[src/rtl/mmio_timer_pkg.sv]
// ----------------------------------------------------------------------------
// mmio_timer_pkg
//   Shared constants for the memory-mapped timer: bus widths, register
//   indices (addr[4:2]), CTRL/STATUS bit positions, the COMPARE reset value
//   and a byte-lane merge helper used by the register write path.
// ----------------------------------------------------------------------------
package mmio_timer_pkg;

  // Bus widths
  localparam int unsigned DATA_W  = 32;
  localparam int unsigned ADDR_W  = 32;
  localparam int unsigned SEL_W   = DATA_W / 8;
  localparam int unsigned IDX_W   = 3;
  localparam int unsigned CTRL_W  = 3;
  localparam int unsigned PRESC_W = 16;

  // Register indices (byte offset >> 2)
  localparam logic [IDX_W-1:0] IDX_CTRL     = IDX_W'(0);  // 0x00
  localparam logic [IDX_W-1:0] IDX_COUNT    = IDX_W'(1);  // 0x04
  localparam logic [IDX_W-1:0] IDX_COMPARE  = IDX_W'(2);  // 0x08
  localparam logic [IDX_W-1:0] IDX_STATUS   = IDX_W'(3);  // 0x0C
  localparam logic [IDX_W-1:0] IDX_PRESCALE = IDX_W'(4);  // 0x10

  // CTRL / STATUS bit positions
  localparam int unsigned CTRL_EN_BIT      = 0;
  localparam int unsigned CTRL_RELOAD_BIT  = 1;
  localparam int unsigned CTRL_IE_BIT      = 2;
  localparam int unsigned STATUS_MATCH_BIT = 0;

  // Reset value of COMPARE
  localparam logic [DATA_W-1:0] COMPARE_RST = 32'hFFFF_FFFF;

  // Replace the byte lanes of old_val selected by lanes with wr_val.
  function automatic logic [DATA_W-1:0] lane_merge(
    input logic [DATA_W-1:0] old_val,
    input logic [DATA_W-1:0] wr_val,
    input logic [SEL_W-1:0]  lanes
  );
    logic [DATA_W-1:0] r;
    r = old_val;
    for (int b = 0; b < int'(SEL_W); b++) begin
      if (lanes[b]) r[8*b +: 8] = wr_val[8*b +: 8];
    end
    return r;
  endfunction

endpackage

[src/rtl/timer_prescaler.sv]
// ----------------------------------------------------------------------------
// timer_prescaler
//   Divides the clock into a tick pulse for the timer: while en=1, tick is
//   high for one cycle out of every div+1. clr restarts the division.
//   Only present when TIMER_PRESCALE_EN is defined.
//
//   clk   in   system clock
//   rst   in   synchronous active-high reset
//   en    in   count enable (timer EN); counter holds when low
//   div   in   division value (period = div+1 cycles)
//   clr   in   restart the internal counter at 0
//   tick  out  one-cycle tick, combinational from counter state
// ----------------------------------------------------------------------------
`ifdef TIMER_PRESCALE_EN
module timer_prescaler
  import mmio_timer_pkg::*;
(
  input  logic               clk,
  input  logic               rst,
  input  logic               en,
  input  logic [PRESC_W-1:0] div,
  input  logic               clr,
  output logic               tick
);

  logic [PRESC_W-1:0] cnt_q;
  logic [PRESC_W-1:0] cnt_d;

  assign tick = en && (cnt_q == div);

  // Next count: clear wins, then hold when disabled, wrap at div.
  always_comb begin
    cnt_d = cnt_q;
    if (clr) begin
      cnt_d = '0;
    end else if (en) begin
      cnt_d = tick ? '0 : cnt_q + PRESC_W'(1);
    end
  end

  always_ff @(posedge clk) begin
    if (rst) cnt_q <= '0;
    else     cnt_q <= cnt_d;
  end

endmodule
`endif

[src/rtl/mmio_timer.sv]
// ----------------------------------------------------------------------------
// mmio_timer
//   32-bit memory-mapped timer with compare match, optional auto-reload and
//   an interrupt output. Register window is 32 bytes at BASE_ADDR:
//     0x00 CTRL     bit0 EN, bit1 RELOAD, bit2 IE
//     0x04 COUNT    free-running counter (r/w)
//     0x08 COMPARE  match value (r/w)
//     0x0C STATUS   bit0 MATCH, write 1 to clear
//     0x10 PRESCALE [15:0] tick divider (only with TIMER_PRESCALE_EN)
//   Build option: define TIMER_PRESCALE_EN to add the PRESCALE register and
//   the timer_prescaler sub-module; otherwise the timer ticks every cycle.
//
//   clk     in   system clock
//   rst     in   synchronous active-high reset
//   ce      in   bus access strobe
//   we      in   1 = write, 0 = read
//   addr    in   byte address
//   sel     in   byte-lane enables
//   data_i  in   write data
//   data_o  out  read data, combinational, 0 when not a read hit
//   hit_o   out  access decodes to this block, combinational
//   irq_o   out  MATCH & IE, masked while rst is high
// ----------------------------------------------------------------------------
module mmio_timer
  import mmio_timer_pkg::*;
#(
  parameter logic [ADDR_W-1:0] BASE_ADDR = 32'h1000_0000
) (
  input  logic              clk,
  input  logic              rst,
  input  logic              ce,
  input  logic              we,
  input  logic [ADDR_W-1:0] addr,
  input  logic [SEL_W-1:0]  sel,
  input  logic [DATA_W-1:0] data_i,
  output logic [DATA_W-1:0] data_o,
  output logic              hit_o,
  output logic              irq_o
);

  logic [CTRL_W-1:0] ctrl_q,    ctrl_d;
  logic [DATA_W-1:0] count_q,   count_d;
  logic [DATA_W-1:0] compare_q, compare_d;
  logic              match_q,   match_d;

  logic [IDX_W-1:0]  idx_c;
  logic              wr_c;
  logic              rd_c;
  logic              tick_c;
  logic              match_c;
  logic              addr_unused_c;

  // Address decode: window is 32-byte aligned, word index in addr[4:2].
  assign hit_o         = ce && (addr[ADDR_W-1:5] == BASE_ADDR[ADDR_W-1:5]);
  assign idx_c         = addr[4:2];
  assign wr_c          = hit_o && we;
  assign rd_c          = hit_o && !we;
  assign addr_unused_c = ^addr[1:0];

`ifdef TIMER_PRESCALE_EN
  logic [PRESC_W-1:0] prescale_q, prescale_d;
  logic               presc_wr_c;

  assign presc_wr_c = wr_c && (idx_c == IDX_PRESCALE);

  // PRESCALE register: only the low two lanes exist.
  always_comb begin
    prescale_d = prescale_q;
    if (presc_wr_c) begin
      for (int b = 0; b < 2; b++) begin
        if (sel[b]) prescale_d[8*b +: 8] = data_i[8*b +: 8];
      end
    end
  end

  always_ff @(posedge clk) begin
    if (rst) prescale_q <= '0;
    else     prescale_q <= prescale_d;
  end

  // Any PRESCALE write restarts the division so the new period starts cleanly.
  timer_prescaler u_prescaler (
    .clk  (clk),
    .rst  (rst),
    .en   (ctrl_q[CTRL_EN_BIT]),
    .div  (prescale_q),
    .clr  (presc_wr_c),
    .tick (tick_c)
  );
`else
  assign tick_c = ctrl_q[CTRL_EN_BIT];
`endif

  // A match only counts on a tick; tick is already gated by EN.
  assign match_c = tick_c && (count_q == compare_q);

  // Register next-state: timer action first, bus write overrides lane-wise.
  always_comb begin
    ctrl_d    = ctrl_q;
    count_d   = count_q;
    compare_d = compare_q;
    match_d   = match_q;

    if (match_c && ctrl_q[CTRL_RELOAD_BIT]) begin
      count_d = '0;
    end else if (tick_c) begin
      count_d = count_q + DATA_W'(1);
    end

    if (wr_c) begin
      case (idx_c)
        IDX_CTRL: begin
          if (sel[0]) ctrl_d = data_i[CTRL_W-1:0];
        end
        IDX_COUNT: begin
          count_d = lane_merge(count_d, data_i, sel);
        end
        IDX_COMPARE: begin
          compare_d = lane_merge(compare_q, data_i, sel);
        end
        IDX_STATUS: begin
          if (sel[0] && data_i[STATUS_MATCH_BIT]) match_d = 1'b0;
        end
        default: begin
        end
      endcase
    end

    // A new match beats a same-cycle clear.
    if (match_c) match_d = 1'b1;
  end

  always_ff @(posedge clk) begin
    if (rst) begin
      ctrl_q    <= '0;
      count_q   <= '0;
      compare_q <= COMPARE_RST;
      match_q   <= 1'b0;
    end else begin
      ctrl_q    <= ctrl_d;
      count_q   <= count_d;
      compare_q <= compare_d;
      match_q   <= match_d;
    end
  end

  // Zero-latency read mux.
  always_comb begin
    data_o = '0;
    if (rd_c) begin
      case (idx_c)
        IDX_CTRL:    data_o = {(DATA_W-CTRL_W)'(0), ctrl_q};
        IDX_COUNT:   data_o = count_q;
        IDX_COMPARE: data_o = compare_q;
        IDX_STATUS:  data_o = {(DATA_W-1)'(0), match_q};
`ifdef TIMER_PRESCALE_EN
        IDX_PRESCALE: data_o = {(DATA_W-PRESC_W)'(0), prescale_q};
`endif
        default:     data_o = '0;
      endcase
    end
  end

  assign irq_o = match_q && ctrl_q[CTRL_IE_BIT] && !rst;

endmodule
[config.mk]
export PLATFORM = sky130hd
export DESIGN_NAME = mmio_timer
export DESIGN_NICKNAME = d
export VERILOG_FILES = /design/src/rtl/mmio_timer_pkg.sv /design/src/rtl/timer_prescaler.sv /design/src/rtl/mmio_timer.sv
export SDC_FILE = /design/constraint.sdc
export NUM_CORES = 1
export LEC_CHECK = 0
export ABC_AREA = 1
export CORE_MARGIN = 10
export CORE_UTILIZATION = 49
export CTS_BUF_LIST = sky130_fd_sc_hd__clkbuf_8
export CTS_CLUSTER_DIAMETER = 200
export CTS_CLUSTER_SIZE = 25
export DETAILED_ROUTE_END_ITERATION = 10
export GPL_TIMING_DRIVEN = 0
export HOLD_SLACK_MARGIN = 0.08
export PLACE_DENSITY = 0.9
export SLEW_MARGIN = 20
export SYNTH_ARGS = -nofsm -noshare
export SYNTH_HDL_FRONTEND = slang
export SYNTH_SLANG_ARGS = --single-unit
[constraint.sdc]
create_clock -name clk -period 2.06 [get_ports clk]
set_input_delay 0.618 -clock clk [delete_from_list [all_inputs] [get_ports clk]]
set_output_delay 0.618 -clock clk [all_outputs]
set_load 0.05 [all_outputs]
==> results of run 1 <==
path summary, 6_finish.rpt:
kind | to | slack [ps] | depth (start not counted)
max | data_o[2] | -530 | 6
min | compare_q[17]$_SDFFE_PP1P_ | 500 | 2
max reg2reg | count_q[19]$_SDFF_PP0_ | 50 | 9
min reg2reg | compare_q[17]$_SDFFE_PP1P_ | 500 | 2
final cells by class:
cell class              count  area (um^2)  share of cell area (%)
clock buffers              10        137.6                   1.812
inverters                 112        420.4                   5.535
repair buffers            137         1286                   16.93
plain buffers              37        335.3                   4.414
well taps                 136        170.2                   2.240
multi-input cells         684         3797                   49.99
clock inverters             6        87.58                   1.153
flip-flops and latches     68         1361                   17.92
worst min-delay path, delay by kind of cell (launching register included):
family / cells / cell delay, ps
AND/OR/NAND/NOR: 2 / 120
flip-flops: 1 / 330
synthesized netlist by cell type (all sizes together) (2+ instances only):
cell type / n / area [um^2]
nor3: 8 / 45.04
o22ai: 2 / 12.51
o21bai: 2 / 15.01
a31oi: 2 / 12.51
dfxtp: 68 / 1361
a21oi: 62 / 317.8
nand3b: 2 / 15.01
clkbuf: 15 / 87.58
buf: 22 / 136.4
o21ai: 9 / 45.04
nor2: 102 / 495.5
xor2: 13 / 113.9
inv: 112 / 420.4
nand2: 340 / 1284
nand4: 13 / 81.33
xnor2: 11 / 96.34
nand3: 113 / 575.6
what timing repair did:
| item | in CTS | in global routing |
|---|---|---|
| buffers inserted | 24 | 8 |
| pin swaps | 26 | 30 |
| gates cloned | 2 | 1 |
| setup endpoints to repair | 101 | 100 |
| resized for setup | 418 | 66 |
sequential cells by signal, summed over array words and instances, names as in the netlist:
register / count
ctrl_q: 3
count_q: 32
match_q: 1
compare_q: 32
metrics by stage:
step	util (%)	cell area [um^2]	hold WS, ps	setup TNS [ps]	std cells
after floorplan	-	5589	451.0	-17480	900
after detailed placement	66.07	6790	476.9	-94610	1139
after global routing	73.91	7596	521.1	-29500	1190
after CTS	71.37	7335	491.6	-16070	1181
final	73.91	7596	495.2	-22050	1190
after global placement	66.07	6790	469.8	-90700	1139
power by group:
group,internal (mW),total [mW],switching (mW)
Combinational,0.158,0.352,0.194
Sequential,1.31,1.31,0.000000000453
Clock,0.715,1.29,0.572
Total,2.19,2.95,0.766
per-layer routing:
| metal | track usage (%) | vias to the layer above | routed length (um) |
|---|---|---|---|
| li1 | - | 3118 | - |
| met1 | 31.48 | 2975 | 7818 |
| met2 | 41.82 | 331 | 9175 |
| met3 | 6.795 | 86 | 2003 |
| met4 | 12.52 | 0 | 929 |
| met5 | 0 | - | 0 |
logic make-up (layout without fill, tap and decap cells):
family	after synthesis	count (layout)	share of synthesized area [%]
AND/OR/NAND/NOR	580	581	48.74
XOR/XNOR	24	24	4.082
AO/OA/AOI/OAI	78	78	7.993
adder cells (fa/ha/maj)	1	1	0.2429
buffers and inverters	149	302	12.51
flip-flops	68	68	26.43
==> impl_results.md, run 1 <==
- Run status: finished, violations left
- Violations in the final reports: negative setup slack
- Width of the chip: roughly 120 um
- Start-to-end type of the worst setup path: primary input to primary output
- Most common flop cell mapped by yosys: sky130_fd_sc_hd__dfxtp_1
- Power density over the cells: ~390 mW/mm^2
- Number of synthesized flops with an enable pin: 0
- Number of buffers and inverters on the critical path: 3
- Count of yosys warnings during synthesis: 0
- Standard cell with the maximum stage delay on the critical path: sky130_fd_sc_hd__dlygate4sd2_1
- Highest clock frequency the design can meet: roughly 390 MHz
- Detailed Place HPWL: between 10000 and 15000 um
- Number of library cell types mapped by synthesis: 34
- Syn nets: a little under 1k
- Level count of the clock H-tree: 3
- Kind of path behind the tightest hold check: flop to flop
- Final wirelength: about 20000 um
- Slowest stage delay, CP: 410 ps
- Maximum Capacitance Violations: 0
- Initial standard-cell utilization of the core: about half
- DRT Pass-1 Iters: 5
- Residual antenna-violating net count after detailed routing: 0
- Sinks on the clock net: 68
- Power consumption: 2.953 mW
- Initial antenna violation count: 0
- Tcrit/Tclk final: 125.6%
- Vias in the first global route: between 6k and 7k
- CORE AREA: ~0.010 mm^2
- Highest-count cells in the layout ignoring fill and taps: sky130_fd_sc_hd__nand2_1 (303), sky130_fd_sc_hd__nand3_1 (109), sky130_fd_sc_hd__inv_1 (103), sky130_fd_sc_hd__nor2_1 (79), sky130_fd_sc_hd__dfxtp_1 (68)
- Endpoint kind of the worst setup timing path: primary output
- Worst path cell trace: dlygate4sd2_1 -> nor2_4 -> nand2_8 -> buf_12 -> a31oi_4 -> buf_6
- Async set-reset flop share out of synthesis: 0%
- Transition time at the pin with the least slew margin: 817.0 ps
- Final GP Congestion: between 0.9 and 1
- Launching point of the worst reg2reg path: count_q[4]$_SDFF_PP0_
- Number of fill cells in the layout: 791
- Crit path setup slack, layout: -527.8 ps
- Clock network latency to the later pin of the worst-skew pair: ~360 ps
- Number of buffers added by the clock tree synthesis step: 9
- Worst Clk Skew: about 13 ps
- Proportion of layout cells with a drive suffix above 1: around 25%
- Die Area: 0.01501 mm^2
- Final setup violation count: 70
- Max IR drop VDD: between 0.2 and 0.25 mV
- Post-synthesis instance area: ~0.0051 mm^2
- Worst Hold Launch: compare_q[17]$_SDFFE_PP1P_
- Pin count of the biggest net entering global routing: 13
- Y dimension of the die: 122.5 um
- Critical path's top delay family: buffers and inverters
- Vias after detailed routing: between 6k and 7k
- # hold bufs at CTS: 0
- Post-placement setup slack: -1940 ps
- Cell at the root of the clock tree: sky130_fd_sc_hd__clkbuf_8
- CP startpoint kind: primary input
- Boundary pin count: 106
- Largest driver fanout on the critical path: 7
- Syn Area/Cell: about 5.7 um^2
- Area overhead of the layout relative to synthesis: 47.50%
- Count of standard-cell rows: 37
- Global Route Usage Sum: between 20% and 30%
- Global-route wire length before repair: between 30000 and 40000 um
- Worst slew margin relative to its limit: between 40% and 50%
- Remaining design rule violation count: 0
- Crit path from: we
- Port buffer count: just over 100
- Clk slew on worst S/H paths: approximately 70 ps
- Post-DR wirelength/cell: 16.75 um
- Required @ worst endpoint: around 1400 ps
- ANT cells: 0
- Post-synthesis sequential element count: between 60 and 70
- Number of max-slew violations in the final report: 0
- Signal arrival time at the worst endpoint: 1970 ps
- Number of vias per cell: between 5 and 6
- DR iter-0 viols: approximately 620
- Total Nets Final: 1122
- Shortest period the worst path allows: approximately 2600 ps
- Seq/Total Area, Yosys: 26.43%
- Grt ovf: 0
- Deepest clock path buffer count: 2
- Setup repair after global routing missed its margin: yes
- Cell leakage power: 3.439 nW
- Most common cell after layout, fill and taps aside: sky130_fd_sc_hd__nand2_1
- Final count of hold timing violations: 0
- CTS tree: yes
- Syn Inst Count: 900
(Power assumes the default switching activity.)
==> run 2, diff against run 1 <==
--- a/config.mk
+++ b/config.mk
@@ -15,6 +15,7 @@
 export GPL_TIMING_DRIVEN = 0
 export HOLD_SLACK_MARGIN = 0.08
 export PLACE_DENSITY = 0.9
+export SETUP_SLACK_MARGIN = 0.3
 export SLEW_MARGIN = 20
 export SYNTH_ARGS = -nofsm -noshare
 export SYNTH_HDL_FRONTEND = slang
==> impl_results.md, run 2 (synthesis results as in run 1) <==
- Vias in the first global route: between 6k and 7k
- Launching point of the worst reg2reg path: count_q[4]$_SDFF_PP0_
- Kind of path behind the tightest hold check: primary input to flop
- Max IR drop VDD: 0.2538 mV
- Vias after detailed routing: 6741
- Sinks on the clock net: 68
- CTS tree: yes
- Detailed Place HPWL: approximately 14000 um
- Setup repair after global routing missed its margin: yes
- Post-DR wirelength/cell: between 15 and 20 um
- Maximum Capacitance Violations: 0
- Power density over the cells: about 340 mW/mm^2
- Registers with the most flip-flops: compare_q: 32 flops, count_q: 32 flops, ctrl_q: 3 flops
- Y dimension of the die: 122.5 um
- Start-to-end type of the worst setup path: primary input to primary output
- Final setup violation count: 101
- Final GP Congestion: around 1.0
- Minimum hold slack: roughly 450 ps
- Transition time at the pin with the least slew margin: between 800 and 900 ps
- CORE AREA: ~0.010 mm^2
- Core occupancy in the finished layout: approximately 76%
- Number of max-slew violations in the final report: 0
- Proportion of layout cells with a drive suffix above 1: between 30% and 40%
- Boundary pin count: about 110
- Width of the chip: 122.5 um
- Level count of the clock H-tree: 3
- Deepest clock path buffer count: 2
- Largest driver fanout on the critical path: 6
- Count of standard-cell rows: 37
- Power consumption: about 2.7 mW
- Shortest period the worst path allows: between 2000 and 3000 ps
- Grt ovf: 0
- Residual antenna-violating net count after detailed routing: 0
- Crit path setup slack, layout: -550.3 ps
- DR iter-0 viols: 747
- Final design area excluding fillers: between 0.007 and 0.008 mm^2
- Clk slew on worst S/H paths: 70 ps
- # hold bufs at CTS: 0
- Pin count of the biggest net entering global routing: 11
- Cell at the root of the clock tree: sky130_fd_sc_hd__clkbuf_8
- Signal arrival time at the worst endpoint: between 1500 and 2000 ps
- Highest-count cells in the layout ignoring fill and taps: sky130_fd_sc_hd__nand2_1 (279), sky130_fd_sc_hd__nand3_1 (107), sky130_fd_sc_hd__inv_1 (91), sky130_fd_sc_hd__nor2_1 (75), sky130_fd_sc_hd__buf_6 (69)
- Cell leakage power: ~3.4 nW
- Worst Clk Skew: around 13 ps
- Port buffer count: 103
- Endpoint kind of the worst setup timing path: primary output
- Most common cell after layout, fill and taps aside: sky130_fd_sc_hd__nand2_1
- Violations in the final reports: negative setup slack
- Worst slew margin relative to its limit: around 45%
- CP startpoint kind: primary input
- Crit path from: addr[15]
- Highest clock frequency the design can meet: 383.1 MHz
- DRT Pass-1 Iters: 6
- ANT cells: 0
- Number of vias per cell: around 5.7
- Worst Hold Launch: rst
- Remaining design rule violation count: 0
- Global Route Usage Sum: between 20% and 30%
- Total Nets Final: around 1.1k
- Clock network latency to the later pin of the worst-skew pair: about 350 ps
- Final count of hold timing violations: 0
- Placed cell area: 0.006798 mm^2
- Die Area: approximately 0.015 mm^2
- Run status: finished, violations left
- Global-route wire length before repair: around 32000 um
- Sum Neg Setup Slack: -25450 ps
- Initial antenna violation count: 0
- Tcrit/Tclk final: 126.7%
- Area overhead of the layout relative to synthesis: 52.33%
- Number of buffers added by the clock tree synthesis step: 9
- Initial standard-cell utilization of the core: about 50%
- Required @ worst endpoint: around 1400 ps
- Final wirelength: between 20000 and 25000 um
[run 2: changes by cell type in the layout (fill, tap and decap cells not counted), moves of 4 or more]
cell	previous run	this run
sky130_fd_sc_hd__buf_2	28	23
sky130_fd_sc_hd__buf_4	27	19
sky130_fd_sc_hd__inv_1	103	91
sky130_fd_sc_hd__buf_8	6	11
sky130_fd_sc_hd__inv_2	9	22
sky130_fd_sc_hd__nand2_2	31	47
sky130_fd_sc_hd__nand2_1	303	279
sky130_fd_sc_hd__buf_6	56	69
sky130_fd_sc_hd__nand2_4	5	10
sky130_fd_sc_hd__nor2_1	79	75
[run 2: critical path, stage by stage]
cell and delay, ps:
sky130_fd_sc_hd__buf_2 110, sky130_fd_sc_hd__nor2_2 110, sky130_fd_sc_hd__nand2_2 80, sky130_fd_sc_hd__nor2_4 120, sky130_fd_sc_hd__nand2_2 100, sky130_fd_sc_hd__nor2_4 190, sky130_fd_sc_hd__nand2_8 120, sky130_fd_sc_hd__buf_4 160
sky130_fd_sc_hd__a41oi_4 190, sky130_fd_sc_hd__buf_6 190
[run 2: timing repair]
item,CTS,global route
gates cloned,5,0
buffers inserted,30,4
hold endpoints to repair,0,0
pin swaps,48,51
endpoints found under the setup margin,102,102
resized for setup,460,116
[run 2: stage by stage]
| stage | setup slack (ps) | instances |
|---|---|---|
| after global routing | -586.6 | 1193 |
| final | -550.3 | 1193 |
| after detailed placement | -2071 | 1139 |
| after floorplan | -536.3 | 900 |
| after global placement | -1999 | 1139 |
| after CTS | -498.4 | 1189 |
[run 2: final cells by class]
| cell class | instances | area (um^2) |
|---|---|---|
| Buffer | 37 | 327.8 |
| Clock buffer | 11 | 151.4 |
| Clock inverter | 4 | 17.52 |
| Fill cell | 783 | 2432 |
| Inverter | 112 | 422.9 |
| Multi-Input combinational cell | 684 | 3969 |
| Sequential cell | 68 | 1364 |
| Tap cell | 136 | 170.2 |
| Timing Repair Buffer | 141 | 1423 |
[run 2: final timing paths]
path / cells after the start / slack, ps / end
max: 10 / -550 / data_o[0]
min: 2 / 450 / count_q[3]$_SDFF_PP0_
max reg2reg: 9 / 40 / count_q[19]$_SDFF_PP0_
min reg2reg: 2 / 500 / compare_q[11]$_SDFFE_PP1P_
[run 2: metal layers]
metal,GRT usage (%),up-vias,routed length [um]
met3,5.877,124,1995
met2,44.18,394,10080
met1,32.24,3096,8318
met5,0,-,0
li1,-,3127,-
met4,12.00,0,1233
[run 2: where the power goes]
part           internal [mW]  switching [mW]  leakage, nW
Combinational          0.175           0.209         2.79
Clock                  0.484           0.518       0.0976
Sequential              1.31  0.000000000477        0.550
